**src/rtl/ym_serial_pkg.sv**
```systemverilog
// Shared types and defaults for the YMF262 serial DAC transmitter.
package ym_serial_pkg;

   localparam int unsigned YM_SAMPLE_W      = 16;
   localparam int unsigned YM_DCLK_DIV_DEF  = 8;
   localparam int unsigned YM_SLOT_BITS_DEF = 18;

   typedef struct packed {
      logic [YM_SAMPLE_W-1:0] left;
      logic [YM_SAMPLE_W-1:0] right;
   } ym_stereo_t;

   typedef enum logic [1:0] {
      SlotLeft,
      SlotGapL,
      SlotRight,
      SlotGapR
   } ym_slot_e;

   // Classify a bit index b of the frame into its slot region.
   function automatic ym_slot_e ym_slot(input int unsigned b, input int unsigned slot_bits);
      ym_slot_e s;
      if (b < YM_SAMPLE_W) begin
         s = SlotLeft;
      end else if (b < slot_bits) begin
         s = SlotGapL;
      end else if (b < slot_bits + YM_SAMPLE_W) begin
         s = SlotRight;
      end else begin
         s = SlotGapR;
      end
      return s;
   endfunction

endpackage

```
**src/rtl/ym_serial_timing.sv**
```systemverilog
// Bit clock divider and frame bit counter for the YMF262 serial stream.
// bit_adv marks the cycle ym_dclk falls; frame_start marks the wrap to b=0.
module ym_serial_timing
   import ym_serial_pkg::*;
#(
   parameter int unsigned DCLK_DIV  = YM_DCLK_DIV_DEF,
   parameter int unsigned SLOT_BITS = YM_SLOT_BITS_DEF,
   parameter int unsigned BIT_W     = $clog2(2 * SLOT_BITS)
) (
   input  logic             clk28,
   input  logic             rst,
   output logic             ym_dclk,
   output logic [BIT_W-1:0] b,
   output logic             bit_adv,
   output logic             frame_start
);

   localparam int unsigned      CNT_W    = $clog2(DCLK_DIV);
   localparam logic [CNT_W-1:0] CNT_LAST = CNT_W'(DCLK_DIV - 1);
   localparam logic [BIT_W-1:0] BIT_LAST = BIT_W'(2 * SLOT_BITS - 1);

   logic [CNT_W-1:0] cnt_q, cnt_d;
   logic [BIT_W-1:0] b_q, b_d;
   logic             dclk_q, dclk_d;
   logic             tc;

   always_comb begin
      tc          = (cnt_q == CNT_LAST);
      cnt_d       = tc ? '0 : cnt_q + CNT_W'(1);
      dclk_d      = tc ? ~dclk_q : dclk_q;
      bit_adv     = tc & dclk_q;
      frame_start = bit_adv & (b_q == BIT_LAST);
      b_d         = b_q;
      if (bit_adv) begin
         b_d = frame_start ? '0 : b_q + BIT_W'(1);
      end
   end

   // b resets to the last index so the first falling edge opens a frame.
   always_ff @(posedge clk28) begin
      if (rst) begin
         cnt_q  <= '0;
         dclk_q <= 1'b0;
         b_q    <= BIT_LAST;
      end else begin
         cnt_q  <= cnt_d;
         dclk_q <= dclk_d;
         b_q    <= b_d;
      end
   end

   assign ym_dclk = dclk_q;
   assign b       = b_q;

endmodule

```
**src/rtl/ym_serial_tx.sv**
```systemverilog
// YMF262 serial DAC transmitter: single-entry holding register, LSB-first shifters.
// Define YM_SERIAL_TX_HOLD_EN to repeat the previous pair on underrun (else send zeros).
module ym_serial_tx
   import ym_serial_pkg::*;
#(
   parameter int unsigned DCLK_DIV  = YM_DCLK_DIV_DEF,
   parameter int unsigned SLOT_BITS = YM_SLOT_BITS_DEF
) (
   input  logic                   clk28,
   input  logic                   rst,
   input  logic [YM_SAMPLE_W-1:0] s_left,
   input  logic [YM_SAMPLE_W-1:0] s_right,
   input  logic                   s_valid,
   output logic                   s_ready,
   output logic                   ym_dclk,
   output logic [2:1]             ym_smp,
   output logic                   ym_data,
   output logic                   underrun
);

   localparam int unsigned BIT_W = $clog2(2 * SLOT_BITS);

   logic [BIT_W-1:0] b;
   logic             bit_adv;
   logic             frame_start;
   logic             hs;
   ym_slot_e         slot;
   ym_stereo_t       hold_q, hold_d;
   ym_stereo_t       sh_q, sh_d;
   ym_stereo_t       fill;
   logic             full_q, full_d;
   logic             underrun_q, underrun_d;

   ym_serial_timing #(
      .DCLK_DIV  (DCLK_DIV),
      .SLOT_BITS (SLOT_BITS),
      .BIT_W     (BIT_W)
   ) u_timing (
      .clk28       (clk28),
      .rst         (rst),
      .ym_dclk     (ym_dclk),
      .b           (b),
      .bit_adv     (bit_adv),
      .frame_start (frame_start)
   );

`ifdef YM_SERIAL_TX_HOLD_EN
   ym_stereo_t last_q;

   always_ff @(posedge clk28) begin
      if (rst) begin
         last_q <= '0;
      end else if (frame_start) begin
         last_q <= sh_d;
      end
   end

   assign fill = last_q;
`else
   assign fill = '0;
`endif

   always_comb begin
      hs         = s_valid & ~full_q;
      slot       = ym_slot(32'(b), SLOT_BITS);
      full_d     = full_q;
      hold_d     = hold_q;
      sh_d       = sh_q;
      underrun_d = 1'b0;
      if (frame_start) begin
         full_d = 1'b0;
         if (full_q) begin
            sh_d = hold_q;
         end else begin
            sh_d       = fill;
            underrun_d = 1'b1;
         end
      end else if (bit_adv) begin
         if (slot == SlotLeft) begin
            sh_d.left = sh_q.left >> 1;
         end
         if (slot == SlotRight) begin
            sh_d.right = sh_q.right >> 1;
         end
      end
      // A handshake coinciding with a load refills the register just emptied.
      if (hs) begin
         hold_d = {s_left, s_right};
         full_d = 1'b1;
      end
   end

   always_ff @(posedge clk28) begin
      if (rst) begin
         hold_q     <= '0;
         sh_q       <= '0;
         full_q     <= 1'b0;
         underrun_q <= 1'b0;
      end else begin
         hold_q     <= hold_d;
         sh_q       <= sh_d;
         full_q     <= full_d;
         underrun_q <= underrun_d;
      end
   end

   always_comb begin
      ym_smp  = 2'b00;
      ym_data = 1'b0;
      unique case (slot)
         SlotLeft: begin
            ym_smp[1] = 1'b1;
            ym_data   = sh_q.left[0];
         end
         SlotRight: begin
            ym_smp[2] = 1'b1;
            ym_data   = sh_q.right[0];
         end
         SlotGapL, SlotGapR: begin
            ym_smp  = 2'b00;
            ym_data = 1'b0;
         end
         default: begin
            ym_smp  = 2'b00;
            ym_data = 1'b0;
         end
      endcase
   end

   assign s_ready  = ~full_q;
   assign underrun = underrun_q;

endmodule

```
**config.mk**
```make
export PLATFORM = sky130hd
export DESIGN_NAME = ym_serial_tx
export DESIGN_NICKNAME = d
export VERILOG_FILES = /design/src/rtl/ym_serial_pkg.sv /design/src/rtl/ym_serial_timing.sv /design/src/rtl/ym_serial_tx.sv
export SDC_FILE = /design/constraint.sdc
export NUM_CORES = 1
export LEC_CHECK = 0
export CORE_ASPECT_RATIO = 0.5
export CORE_MARGIN = 3
export CORE_UTILIZATION = 55
export DETAILED_ROUTE_END_ITERATION = 8
export PLACE_DENSITY = 0.79
export RECOVER_POWER = 25
export SKIP_CTS_REPAIR_TIMING = 1
export SLEW_MARGIN = 20
export SYNTH_ARGS = -nofsm -noshare
export SYNTH_HDL_FRONTEND = slang
export SYNTH_SLANG_ARGS = --single-unit
```
**constraint.sdc**
```tcl
create_clock -name clk28 -period 2.58 [get_ports clk28]
set_clock_uncertainty 0.05 [all_clocks]
set_input_delay 0.774 -clock clk28 [delete_from_list [all_inputs] [get_ports clk28]]
set_output_delay 0.774 -clock clk28 [all_outputs]
set_load 0.1 [all_outputs]
```
=== After elaboration in Yosys (flattened, before gate mapping) ===
Cells that the tools add are included.

* Output and inout port bits: 6
* Register bits after elaboration: 76

* Order comparisons: 3
* $add $sub $neg: 2
* Equality and inequality tests: 5
* Muxes and demuxes: 15
* Bitwise gates (word level): 6
* Reduce and logical (&&, ||, !) cells: 10

{| class="wikitable"
|+ Operators with widths
! cell !! number
|-
| 32-bit 2-to-1 mux || 3
|-
| 16-bit 2-to-1 mux || 2
|-
| 6-bit by 5-bit less-than comparator with 1-bit output (second input constant) || 2
|-
| 2-bit nonzero test || 4
|-
| 6-bit by 1-bit adder with 6-bit output (second input constant) || 1
|-
| 6-bit == test (second input constant) || 1
|-
| 6-bit less-than comparator (second input constant) || 1
|-
| 1-bit 2-to-1 mux || 6
|-
| 6-bit 2-to-1 mux || 1
|-
| 2-bit OR reduction || 3
|-
| 2-bit == test (second input constant) || 2
|-
| 2-bit 2-to-1 mux || 2
|-
| 2-bit AND reduction || 2
|-
| 3-bit by 1-bit adder with 3-bit output (second input constant) || 1
|-
| 1-bit bitwise AND || 3
|-
| 3-bit == test (second input constant) || 1
|-
| 1-bit NOT || 3
|-
| 1-bit case mux with 3 select lines || 1
|-
| 2-bit by 1-bit == test with 1-bit output (second input constant) || 1
|-
| 2-bit logical NOT || 1
|}

=== Longest topological paths before layout ===
Gate-level depths: netlist (run 1).

* Depth in word-level cells: 8
* Gate-level depth with buffers: 9
* Depth with buffers taken out: 6

=== Modules after synthesis ===
Synthesis (run 1) repeated with hierarchy kept, for this count alone.

* Cell total of the unflattened synthesis: 388
* Area total of the unflattened synthesis: 3,379.5 um2

{| class="wikitable"
|+ Modules (own cells, without submodules)
! module !! times used !! cells each !! area each (um2)
|-
| ym_serial_tx || 1 || 338 || 2,927.8
|-
| ym_serial_timing || 1 || 50 || 451.7
|}

=== Worst setup path after synthesis (run 1) ===
OpenSTA, ideal clock, no wires.

* Path type: reg2out
* Start point: register u_timing.b_q[3], in the netlist u_timing.b[3]
* End point: output ym_data
* Data arrival time: 3,032 ps
* Cell stages (with the launch flop): 4
* Path buffers: 0
* Slack: -1,276 ps
* Path through: dfxtp_1 > nor3_1 > a31oi_1 > o21ai_0

* Longest elaborated chain between the ends: 7
* Elaborated cells on any way between the ends: 12
* Those cells by class: 3 x order compare; 3 x eq/ne; 4 x mux; 2 x reduce/logical

{| class="wikitable"
|+ RTL lines
! element !! line !! source
|-
| start: declaration || ym_serial_timing.sv:23 || <nowiki>logic [BIT_W-1:0] b_q, b_d;</nowiki>
|-
| start signal: assignment || ym_serial_timing.sv:44 || <nowiki>b_q <= BIT_LAST;</nowiki>
|-
| start signal: assignment || ym_serial_timing.sv:48 || <nowiki>b_q <= b_d;</nowiki>
|-
| 6-bit less-than comparator || ym_serial_pkg.sv:27 || <nowiki>end else if (b < slot_bits + YM_SAMPLE_W) begin</nowiki>
|-
| 1-bit 2-to-1 mux || ym_serial_pkg.sv:27 ||
|-
| 2-bit 2-to-1 mux || ym_serial_pkg.sv:25 || <nowiki>end else if (b < slot_bits) begin</nowiki>
|-
| 2-bit 2-to-1 mux * || ym_serial_pkg.sv:23 || <nowiki>if (b < YM_SAMPLE_W) begin</nowiki>
|-
| 2-bit by 1-bit == test with 1-bit output or 2-bit == test (tied branches) || ym_serial_tx.sv:110 || <nowiki>unique case (slot)</nowiki>
|-
| 2-bit OR reduction || ym_serial_tx.sv:110 ||
|-
| 1-bit case mux with 3 select lines * || ym_serial_tx.sv:110 ||
|-
| end: declaration || ym_serial_tx.sv:17 || <nowiki>output logic ym_data,</nowiki>
|}

Mark *: on every way between the ends. The rest lies on a longest branch, timed or not.

=== Final worst setup path (run 1) ===
Ends and elaborated chain as after synthesis.

==> results of run 1 <==
## critical path, cell delays in order, from the launching register on
cell                      delay, ns
sky130_fd_sc_hd__dfxtp_1       0.37
sky130_fd_sc_hd__nor3_2        0.41
sky130_fd_sc_hd__a31oi_1       0.17
sky130_fd_sc_hd__o21ai_2       0.18
sky130_fd_sc_hd__buf_12        0.19
## power by group through the flow
stage                     Clock (mW)  Sequential (mW)  Combinational [mW]
final                           1.19             1.23               0.179
after global routing            1.27             1.23               0.199
after CTS                       1.22             1.23               0.184
after detailed placement           0             1.25               0.182
after global placement             0             1.25               0.177
after floorplan                    0             1.25               0.102
## logic make-up (layout without fill, tap and decap cells)
| kind of cell | Yosys count | in the layout |
|---|---|---|
| adders and majority gates | 3 | 3 |
| AOI/OAI and AO/OA | 105 | 105 |
| DFF | 76 | 76 |
| buffers and inverters | 52 | 81 |
| xor gates and xnor gates | 3 | 3 |
| muxes | 2 | 2 |
| and+or+nand+nor | 160 | 160 |
## area by class of cell
cell class / instances / share of cell area, %
Sequential cell: 76 / 38.5
Multi-Input combinational cell: 273 / 38.0
Timing Repair Buffer: 50 / 12.5
Clock buffer: 10 / 6.05
Tap cell: 73 / 2.31
Inverter: 15 / 1.43
Clock inverter: 6 / 1.24
## worst paths after layout
kind                                   startpoint  depth (start not counted)  slack [ns]                end
worst max-delay path                u_timing.b[3]                          4         0.1            ym_data
worst min-delay path            u_timing.cnt_q[0]                          1        0.38  u_timing.cnt_q[0]
worst max register to register      u_timing.b[5]                          5        0.36           sh_q[11]
worst min register to register  u_timing.cnt_q[0]                          1        0.38  u_timing.cnt_q[0]
## stage by stage
step                TNS, ns  worst slack (ns)  cell area (sq um)
finish                    0            0.0995               3950
CTS                  -0.119           -0.0850               3960
floorplan           -0.0326           -0.0205               3250
detailed placement        0             0.283               3670
global placement          0             0.413               3670
global route              0            0.0184               3950
## metal layers
metal | wire, um | vias up | share of wire, % | GRT usage (%)
li1 | - | 1424 | - | -
met1 | 3070 | 1320 | 43 | 24.8
met2 | 3610 | 52 | 51 | 41.4
met3 | 344 | 9 | 4.8 | 9.40
met4 | 96 | 0 | 1.3 | 8.29
met5 | 0 | - | 0 | 0
## layout by cell type (no fill, tap or decap), types with 3 or more instances in the layout
| cell | netlist | final |
|---|---|---|
| sky130_fd_sc_hd__nor3b_1 | 3 | 3 |
| sky130_fd_sc_hd__clkinvlp_4 | 0 | 3 |
| sky130_fd_sc_hd__dfxtp_1 | 76 | 76 |
| sky130_fd_sc_hd__a211oi_1 | 15 | 15 |
| sky130_fd_sc_hd__ha_1 | 3 | 3 |
| sky130_fd_sc_hd__nand3_1 | 7 | 7 |
| sky130_fd_sc_hd__a2111oi_2 | 6 | 6 |
| sky130_fd_sc_hd__inv_1 | 15 | 15 |
| sky130_fd_sc_hd__nand2_1 | 86 | 86 |
| sky130_fd_sc_hd__clkdlybuf4s50_1 | 0 | 32 |
| sky130_fd_sc_hd__a2111oi_0 | 7 | 7 |
| sky130_fd_sc_hd__buf_12 | 0 | 3 |
| sky130_fd_sc_hd__a21oi_1 | 67 | 67 |
| sky130_fd_sc_hd__nor2_1 | 20 | 20 |
| sky130_fd_sc_hd__clkbuf_16 | 0 | 9 |
| sky130_fd_sc_hd__buf_4 | 2 | 10 |
| sky130_fd_sc_hd__nor3_1 | 33 | 31 |
## state kept, by name, indices dropped and copies added (netlist names)
name              count
u_timing.ym_dclk      1
sh_q                 32
full_q                1
underrun              1
hold_q               32
u_timing.b            6
u_timing.cnt_q        3
==> flow_results.xml, run 1 <==
<?xml version="1.0" encoding="UTF-8"?>
<metrics>
  <group name="die">
    <metric name="num_io_pins" unit="">41</metric>
    <metric name="num_rows" unit="">19</metric>
    <metric name="die_w" unit="um">115</metric>
    <metric name="core_area" unit="sq um">5590</metric>
    <metric name="die-area" unit="sq um">6910</metric>
    <metric name="dieHeight" unit="um">60.3</metric>
    <metric name="starting_density_of_the_core" unit="%">58.1</metric>
  </group>
  <group name="layout">
    <metric name="postLayoutCoreUtil" unit="%">70.7</metric>
    <metric name="fin_cells" unit="">503</metric>
    <metric name="seqCellArea" unit="sq um">1520</metric>
    <metric name="num-fill-cells" unit="">461</metric>
    <metric name="multi_input_comb_area" unit="sq um">1500</metric>
    <metric name="antenna-diode-count" unit="">0</metric>
    <metric name="drive_gt1_share" unit="%">11.2</metric>
    <metric name="synth_to_layout_area_growth" unit="%">21.8</metric>
    <metric name="final_net_count" unit="">463</metric>
  </group>
  <group name="synthesis">
    <metric name="postSynth.topFlopCell" unit="">sky130_fd_sc_hd__dfxtp_1</metric>
    <metric name="synth_top_family_by_area" unit="">simple AND/OR/NAND/NOR gates</metric>
    <metric name="yosys_warnings" unit="">0</metric>
    <metric name="synth_nets" unit="">439</metric>
    <metric name="yosys.area_share.simple" unit="%">21.6</metric>
    <metric name="yosys.area.top_type_share" unit="%">46.9</metric>
    <metric name="share_of_synthesized_area_occupied_by_flip_flops_and_latches" unit="%">46.9</metric>
    <metric name="number_of_synthesized_flops_with_an_enable_pin" unit="">0</metric>
    <metric name="adder_cell_fraction_of_synth_area" unit="%">1.16</metric>
    <metric name="synthMuxAreaShare" unit="%">0.617</metric>
    <metric name="mean_syn_cell_area" unit="sq um">8.09</metric>
    <metric name="synth-async-reset-ratio" unit="%">0</metric>
    <metric name="synth-compound-area-share" unit="%">21.4</metric>
    <metric name="synthCells" unit="">401</metric>
    <metric name="synth_top_area_cell" unit="">sky130_fd_sc_hd__dfxtp_1</metric>
    <metric name="syn-cell-area" unit="sq um">3240</metric>
    <metric name="most_area_consuming_cells_after_synthesis" unit="">sky130_fd_sc_hd__dfxtp_1, sky130_fd_sc_hd__a21oi_1, sky130_fd_sc_hd__nand2_1</metric>
    <metric name="yosys_register_bits" unit="">76</metric>
    <metric name="yosys-top-cells-count" unit="">sky130_fd_sc_hd__nand2_1, sky130_fd_sc_hd__dfxtp_1, sky130_fd_sc_hd__a21oi_1</metric>
    <metric name="number_of_distinct_standard_cells_referenced_by_the_synthesized_netlist" unit="">35</metric>
    <metric name="synthMostInstantiatedCell" unit="">sky130_fd_sc_hd__nand2_1</metric>
    <metric name="synthXorXnorAreaFrac" unit="%">0.810</metric>
  </group>
  <group name="route">
    <metric name="initialDrtViolationCount" unit="">197</metric>
    <metric name="antenna_left" unit="">0</metric>
    <metric name="drt-pass1-iter-count" unit="">4</metric>
    <metric name="detailroute.via_count" unit="">2805</metric>
    <metric name="final_wl" unit="um">7110</metric>
    <metric name="post-route-drc-count" unit="">0</metric>
    <metric name="routedWlPerCell" unit="um">14.1</metric>
    <metric name="route.detailed.vias_per_inst" unit="">5.58</metric>
  </group>
  <group name="clocking">
    <metric name="clkSlewWorstSetupHoldPaths" unit="ns">0.06</metric>
    <metric name="insertion_delay" unit="ns">0.34</metric>
    <metric name="numCtsBuffers" unit="">9</metric>
    <metric name="tritoncts" unit="">built</metric>
    <metric name="cts_root_buffer" unit="">sky130_fd_sc_hd__clkbuf_16</metric>
    <metric name="clkSinkCount" unit="">76</metric>
    <metric name="cts.htree.levels" unit="">3</metric>
    <metric name="clock_path_buffers" unit="">2</metric>
  </group>
  <group name="worst_setup_path">
    <metric name="worst-endpoint-required" unit="ns">1.76</metric>
    <metric name="setup.worst_path.start_class" unit="">flop</metric>
    <metric name="worstSetupPathType" unit="">reg -&gt; out</metric>
    <metric name="critPathArrivalTime" unit="ns">1.66</metric>
    <metric name="crit_end_category" unit="">output port</metric>
    <metric name="critical_path_peak_fanout" unit="">5</metric>
  </group>
  <group name="sta">
    <metric name="setup_violations" unit="">0</metric>
    <metric name="final.min_clock_period" unit="ns">2.48</metric>
    <metric name="clock.fmax" unit="MHz">403</metric>
    <metric name="setup_repair_after_global_routing_missed_its_margin" unit="">no</metric>
    <metric name="final_period_util" unit="%">96.1</metric>
    <metric name="worst_max_slew_pin_slew" unit="ns">0.960</metric>
    <metric name="hold_viol_final" unit="">0</metric>
    <metric name="worst_hold_slack" unit="ns">0.381</metric>
    <metric name="max-slew-margin-rel" unit="%">35.9</metric>
    <metric name="slew_violations" unit="">0</metric>
  </group>
  <group name="flow_run">
    <metric name="drv.max_cap_violation_count" unit="">0</metric>
  </group>
  <group name="global_routing">
    <metric name="grt-ovfl-total" unit="">0</metric>
    <metric name="maximum_number_of_pins_on_one_net_before_global_route_repair" unit="">54</metric>
    <metric name="grt_pass1_vias" unit="">2829</metric>
    <metric name="global_route.usage.total" unit="%">22.9</metric>
    <metric name="grt_first_pass_wirelength" unit="um">12300</metric>
    <metric name="grt_antenna_before_repair" unit="">0</metric>
  </group>
  <group name="power">
    <metric name="switching_share" unit="%">24.0</metric>
    <metric name="p_leak" unit="nW">1.33</metric>
    <metric name="power_report.internal_total" unit="mW">1.97</metric>
    <metric name="power.share.combinational" unit="%">6.9</metric>
    <metric name="worst_vdd_drop" unit="mV">0.625</metric>
    <metric name="switch_pwr" unit="uW">624</metric>
    <metric name="sequentialPowerShare" unit="%">47.3</metric>
    <metric name="relative_contribution_of_the_clock_network_to_total_power" unit="%">45.8</metric>
    <metric name="power" unit="mW">2.60</metric>
    <metric name="power-per-cell-area" unit="nW/um^2">657</metric>
  </group>
  <group name="min_path">
    <metric name="hold_wc_path_type" unit="">reg -&gt; reg</metric>
  </group>
  <group name="placed_design">
    <metric name="gp_congestion" unit="">0.874</metric>
    <metric name="detailed_place_hpwl" unit="um">4450</metric>
    <metric name="placement.io_buffers" unit="">40</metric>
    <metric name="dp_cells" unit="">487</metric>
  </group>
  <group name="run_status">
    <metric name="status" unit="">finished, final reports clean</metric>
  </group>
</metrics>
No activity file was read; power rests on OpenSTA's default activity.
==> inputs of run 2 (changes only) <==
CAP_MARGIN = 20   (was not set)
==> results of run 2 <==
Final layout, timing and power as in run 1 (identical DEF).
